**src/rtl/instr_loader_if.sv**
```systemverilog
// Loader bus: byte stream into the loader and the queue write port out of it.
// master = loader side, slave = stream source / queue side.
interface instr_loader_if #(
   parameter int INSTR_W = 39,
   parameter int ADDR_W  = 6
);
   logic [7:0]         byte_in;
   logic               byte_valid;
   logic               byte_last;
   logic               byte_ready;
   logic               wr_en;
   logic [ADDR_W-1:0]  wr_addr;
   logic [INSTR_W-1:0] wr_data;

   modport master (
      input  byte_in, byte_valid, byte_last,
      output byte_ready, wr_en, wr_addr, wr_data
   );

   modport slave (
      output byte_in, byte_valid, byte_last,
      input  byte_ready, wr_en, wr_addr, wr_data
   );
endinterface

```
**src/rtl/instr_loader.sv**
```systemverilog
// NuCore instruction queue writer: packs little-endian bytes into words.
// Define INSTR_LOADER_CHECKSUM_EN for 6-byte framing with an XOR checksum.
module instr_loader #(
   parameter int INSTR_W = 39,
   parameter int ADDR_W  = 6,
   parameter int DEPTH   = 64
) (
   input  logic            clock,
   input  logic            reset,
   input  logic            start,
   instr_loader_if.master  bus,
   output logic            busy,
   output logic            done,
   output logic [ADDR_W:0] word_count,
   output logic            err_format,
   output logic            err_overflow
);
`ifdef INSTR_LOADER_CHECKSUM_EN
   localparam logic [2:0] LAST_IDX = 3'd5;
`else
   localparam logic [2:0] LAST_IDX = 3'd4;
`endif
   localparam int TOP_W = INSTR_W - 32;
   localparam logic [ADDR_W-1:0] ADDR_ONE = 1;
   localparam logic [ADDR_W:0]   CNT_ONE  = 1;
   localparam logic [ADDR_W-1:0] ADDR_MAX = ADDR_W'(DEPTH - 1);

   typedef enum logic [1:0] {
      S_IDLE,
      S_LOAD,
      S_WRITE,
      S_DONE
   } state_t;

   state_t             state_q, state_d;
   logic [2:0]         idx_q, idx_d;
   logic [ADDR_W-1:0]  addr_q, addr_d;
   logic [ADDR_W:0]    cnt_q, cnt_d;
   logic [INSTR_W-1:0] word_q, word_d;
   logic               fmt_q, fmt_d;
   logic               ovf_q, ovf_d;
   logic               last_q, last_d;
   logic               accept;
`ifdef INSTR_LOADER_CHECKSUM_EN
   logic [7:0]         sum_q, sum_d;
`endif

   // start outranks a byte offered in the same cycle
   assign accept = bus.byte_valid && (state_q == S_LOAD) && !start;

   always_comb begin
      state_d = state_q;
      idx_d   = idx_q;
      addr_d  = addr_q;
      cnt_d   = cnt_q;
      word_d  = word_q;
      fmt_d   = fmt_q;
      ovf_d   = ovf_q;
      last_d  = last_q;
`ifdef INSTR_LOADER_CHECKSUM_EN
      sum_d   = sum_q;
`endif
      unique case (state_q)
         S_IDLE: begin
            idx_d  = '0;
            addr_d = '0;
            cnt_d  = '0;
            fmt_d  = 1'b0;
            ovf_d  = 1'b0;
         end
         S_LOAD: begin
            if (accept) begin
               for (int k = 0; k < 4; k++) begin
                  if (idx_q == 3'(k)) word_d[8*k +: 8] = bus.byte_in;
               end
               // top byte carries only TOP_W bits; anything above is illegal
               if (idx_q == 3'd4) begin
                  word_d[INSTR_W-1:32] = bus.byte_in[TOP_W-1:0];
                  if (|bus.byte_in[7:TOP_W]) fmt_d = 1'b1;
               end
`ifdef INSTR_LOADER_CHECKSUM_EN
               if (idx_q == 3'd0) sum_d = bus.byte_in;
               else               sum_d = sum_q ^ bus.byte_in;
`endif
               if (idx_q == LAST_IDX) begin
                  last_d  = bus.byte_last;
                  state_d = S_WRITE;
`ifdef INSTR_LOADER_CHECKSUM_EN
                  if (bus.byte_in != sum_q) begin
                     fmt_d   = 1'b1;
                     idx_d   = '0;
                     state_d = S_DONE;
                  end
`endif
               end else if (bus.byte_last) begin
                  fmt_d   = 1'b1;
                  idx_d   = '0;
                  state_d = S_DONE;
               end else begin
                  idx_d = idx_q + 3'd1;
               end
            end
         end
         S_WRITE: begin
            idx_d = '0;
            cnt_d = cnt_q + CNT_ONE;
            if (last_q) begin
               state_d = S_DONE;
            end else if (addr_q == ADDR_MAX) begin
               ovf_d   = 1'b1;
               state_d = S_DONE;
            end else begin
               addr_d  = addr_q + ADDR_ONE;
               state_d = S_LOAD;
            end
         end
         S_DONE: begin
         end
      endcase
      if (start) begin
         state_d = S_LOAD;
         idx_d   = '0;
         addr_d  = '0;
         cnt_d   = '0;
         fmt_d   = 1'b0;
         ovf_d   = 1'b0;
         last_d  = 1'b0;
      end
   end

   always_ff @(posedge clock or negedge reset) begin
      if (!reset) begin
         state_q <= S_IDLE;
         idx_q   <= '0;
         addr_q  <= '0;
         cnt_q   <= '0;
         word_q  <= '0;
         fmt_q   <= 1'b0;
         ovf_q   <= 1'b0;
         last_q  <= 1'b0;
`ifdef INSTR_LOADER_CHECKSUM_EN
         sum_q   <= '0;
`endif
      end else begin
         state_q <= state_d;
         idx_q   <= idx_d;
         addr_q  <= addr_d;
         cnt_q   <= cnt_d;
         word_q  <= word_d;
         fmt_q   <= fmt_d;
         ovf_q   <= ovf_d;
         last_q  <= last_d;
`ifdef INSTR_LOADER_CHECKSUM_EN
         sum_q   <= sum_d;
`endif
      end
   end

   // an aborting start squashes the write in flight
   assign bus.wr_en      = (state_q == S_WRITE) && !start;
   assign bus.wr_addr    = addr_q;
   assign bus.wr_data    = word_q;
   assign bus.byte_ready = (state_q == S_LOAD);
   assign busy           = (state_q == S_LOAD) || (state_q == S_WRITE);
   assign done           = (state_q == S_DONE);
   assign word_count     = cnt_q;
   assign err_format     = fmt_q;
   assign err_overflow   = ovf_q;
endmodule

```
**src/flat_wrapper.sv**
```systemverilog
// flat-port wrapper written by rule: the top's interface ports become plain ports
module instr_loader_flat 
#(
   parameter int INSTR_W = 39,
   parameter int ADDR_W  = 6,
   parameter int DEPTH   = 64
)
  (clock, reset, start, busy, done, word_count, err_format, err_overflow, bus_byte_in, bus_byte_valid, bus_byte_last, bus_byte_ready, bus_wr_en, bus_wr_addr, bus_wr_data);
  instr_loader_if #(.INSTR_W(INSTR_W), .ADDR_W(ADDR_W)) bus_i ();
  input  logic clock;
  input  logic reset;
  input  logic start;
  output logic busy;
  output logic done;
  output logic [ADDR_W:0] word_count;
  output logic err_format;
  output logic err_overflow;
  input wire logic [$bits(bus_i.byte_in)-1:0] bus_byte_in;
  input wire logic [$bits(bus_i.byte_valid)-1:0] bus_byte_valid;
  input wire logic [$bits(bus_i.byte_last)-1:0] bus_byte_last;
  output wire logic [$bits(bus_i.byte_ready)-1:0] bus_byte_ready;
  output wire logic [$bits(bus_i.wr_en)-1:0] bus_wr_en;
  output wire logic [$bits(bus_i.wr_addr)-1:0] bus_wr_addr;
  output wire logic [$bits(bus_i.wr_data)-1:0] bus_wr_data;
  assign bus_i.byte_in = bus_byte_in;
  assign bus_i.byte_valid = bus_byte_valid;
  assign bus_i.byte_last = bus_byte_last;
  assign bus_byte_ready = bus_i.byte_ready;
  assign bus_wr_en = bus_i.wr_en;
  assign bus_wr_addr = bus_i.wr_addr;
  assign bus_wr_data = bus_i.wr_data;
  instr_loader #(.INSTR_W(INSTR_W), .ADDR_W(ADDR_W), .DEPTH(DEPTH)) u_core (.clock(clock), .reset(reset), .start(start), .bus(bus_i), .busy(busy), .done(done), .word_count(word_count), .err_format(err_format), .err_overflow(err_overflow));
endmodule
```
**config.mk**
```make
export PLATFORM = sky130hd
export DESIGN_NAME = instr_loader_flat
export DESIGN_NICKNAME = d
export VERILOG_FILES = /design/src/rtl/instr_loader_if.sv /design/src/rtl/instr_loader.sv /design/src/flat_wrapper.sv
export SDC_FILE = /design/constraint.sdc
export NUM_CORES = 1
export LEC_CHECK = 0
export ABC_AREA = 0
export CORE_AREA = 5 5 97 99
export CTS_BUF_LIST = sky130_fd_sc_hd__clkbuf_16
export DETAILED_ROUTE_END_ITERATION = 12
export DIE_AREA = 0 0 102 104
export PLACE_DENSITY = 0.6
export SLEW_MARGIN = 20
export SYNTH_ARGS = -nofsm -noshare
export SYNTH_HDL_FRONTEND = slang
export SYNTH_SLANG_ARGS = --single-unit
```
**constraint.sdc**
```tcl
create_clock -name clock -period 2.1 [get_ports clock]
set_input_delay 0.525 -clock clock [delete_from_list [all_inputs] [get_ports clock]]
set_output_delay 0.525 -clock clock [all_outputs]
set_load 0.02 [all_outputs]
```
==> impl_metrics.ini <==
[outcome]
status = finished clean

[setup_path]
endpoint_kind = output pin
cp_num_buf_inv = 1
cp_top_family = buffers and inverters
critPathMaxFanout = 10
worstPathRequired_ps = 1570
slowest_delay_ps = 670
cp_slowest_cell = clkdlybuf4s50_1
path_class = register to output pin
critPathLaunchType = register
path_cells = clkdlybuf4s50_1
worst-endpoint-arrival_ps = 1510

[clock_network]
cts_tree = done
clock_path_buffers = 2
htree_levels = 3
cts_buffers = 9
postCtsSetupBuffers = 0
holdBufCountCts = 0
cts-root-buf = clkbuf_16
insertion_delay_ps = 320
cts.sinks = 60
clk_pin_slew_ps = 60
cts_resized = 5

[floorplan]
start_util_pct = 32.7
std_cell_rows = 34
die_h_um = 104
core_area_um2 = 8470
ioPinCount = 71
die_area_um2 = 10600
die_w_um = 102

[cells_and_area]
syn_to_final_growth_pct = 43.4
nNetsFinal = 333
mostFrequentLayoutCells = clkdlybuf4s50_1 (65), dfrtp_1 (60), mux2_2 (38), inv_1 (13), buf_4 (13)
diodes = 0
nFillCells = 762
final_common_cell = clkdlybuf4s50_1
design_area_um2 = 3970
drive_gt1_share_pct = 25.6

[placement]
dp_hpwl_mm = 4.65
gp_congestion = 0.725
place_ws_ps = -298
port-buffer-count = 70
placed_cell_area_um2 = 3700

[synthesis]
netlist.area_leader.share_pct = 54.2
syn_nets = 243
synth_area_um2 = 2770
avgSynthCellArea_um2 = 12.7
yosysTopAreaCell = dfrtp_1
synth_ff_type = dfrtp_1
async_reset_ff_share_pct = 100
synthTopCellsByArea = dfrtp_1 (54%), mux2_2 (15%), ha_1 (5.4%)
yosysSeqAreaShare_pct = 54.2
synth_seq_cells = 60
synth_edf_count = 0
yosys_warnings = 0
syn_inst = 218
synth.distinct_cells = 48

[global_route]
grtUsageTotal_pct = 13.3
grt_max_degree = 25
grt_pass1_wl_mm = 11.3
overflow = 0
first_global_vias = 2160
antenna_found_initial = 0

[sta]
relSlewSlack_pct = 59.3
fmax_ghz = 0.493
worst_pin_slew_ps = 611
finalClockSkew_ps = 4.44
rsz0062_at_grt = no
worst_hold_slack_ps = 214
finalCritPeriodShare_pct = 96.7
setup_viol = 0
finalCriticalPeriod_ps = 2030
setup_ws_ps = 69.8
maxSlewViolCount = 0
fin_setup_tns_ps = 0
hold_viol = 0

[detailed_routing]
wire_per_inst_um = 15.8
vias = 2074
drtIter0Drc = 83
antenna_left = 0
wl_mm = 6.64
route.detailed.drc = 0
drt_first_pass_iters = 4
via_per_inst = 4.93

[pwr]
p_leak_nw = 1.78
powerDensity_nw_per_um2 = 951
vdd_drop_max_mv = 0.605

[hold_path]
min_path_type = input port to async pin

[job]
maxCapViolCount = 0
==> power breakdown <==
part	switching [W]	internal, W	total [W]
clock	0.000552	0.000801	0.00135
sequential	0.000101	0.00135	0.00145
combinational	0.000470	0.000505	0.000975
==> routing by layer <==
layer	GRT usage (%)	wire length (um)
met3	5.37	613
met2	18.8	2850
met1	18.3	3110
met5	0	0
met4	5.06	68
==> synth_stat cells (2+ instances only) <==
master     count
inv_1         13
mux2_2        38
a21oi_1        7
or3_1          3
a41oi_1        2
a211o_1        2
nand2_2        4
nor3_1         5
nor2_1         2
mux2_1         3
nand3b_1       2
nand4_1        2
o21ai_0        8
dfrtp_1       60
buf_2          2
o211ai_1       3
nand2_1       11
mux2i_1        3
nand3_1        4
a22o_1         2
a2bb2oi_1      2
ha_1          12
a31oi_1        2
clkbuf_1       2
==> final cells by class <==
| cell class | instances | area (um^2) | share of cell area (%) |
|---|---|---|---|
| repair buffers | 85 | 825 | 20.8 |
| inverters | 13 | 48.8 | 1.23 |
| clock inverters | 7 | 53.8 | 1.36 |
| multi-input cells | 139 | 1180 | 29.8 |
| well taps | 108 | 135 | 3.40 |
| flip-flops and latches | 60 | 1500 | 37.8 |
| clock buffers | 9 | 225 | 5.67 |
==> state kept, by name, summed over array words and instances, names as in the netlist <==
| register | count |
|---|---|
| u_core.last_q | 1 |
| u_core.bus.wr_addr | 6 |
| u_core.idx_q | 3 |
| u_core.word_count | 7 |
| u_core.state_q | 2 |
| u_core.bus.wr_data | 39 |
| u_core.err_overflow | 1 |
| u_core.err_format | 1 |
==> metrics by stage <==
| stage | util (%) | cells | power, W |
|---|---|---|---|
| finish | 46.9 | 421 | 0.00378 |
| global placement | 43.7 | 405 | 0.00245 |
| CTS | 47.0 | 421 | 0.00383 |
| floorplan | - | 218 | 0.00193 |
| global route | 46.9 | 421 | 0.00397 |
| detailed placement | 43.7 | 405 | 0.00246 |
==> final timing paths <==
kind	start	endpoint	slack (ps)	cells past startpoint
max	u_core.bus.wr_addr[2]	bus_wr_addr[2]	70	1
min	reset	u_core.word_count[5]	210	1
max reg2reg	u_core.idx_q[0]	u_core.idx_q[0]	280	5
min reg2reg	u_core.bus.wr_data[22]	u_core.bus.wr_data[22]	500	1
max in group asynchronous	reset	u_core.bus.wr_data[11]	1250	2
min in group clock	u_core.bus.wr_data[22]	u_core.bus.wr_data[22]	500	1
==> logic make-up (layout without fill, tap and decap cells) <==
family | after synthesis | after routing | share of synthesized area [%]
flip-flops | 60 | 60 | 54.2
AND/OR/NAND/NOR | 45 | 45 | 9.95
multiplexers | 44 | 44 | 17.8
AO/OA/AOI/OAI | 37 | 37 | 9.22
buffers and inverters | 19 | 114 | 3.07
adder cells (fa/ha/maj) | 12 | 12 | 5.42
XOR/XNOR | 1 | 1 | 0.317
Power figures use the tool's default switching activity.
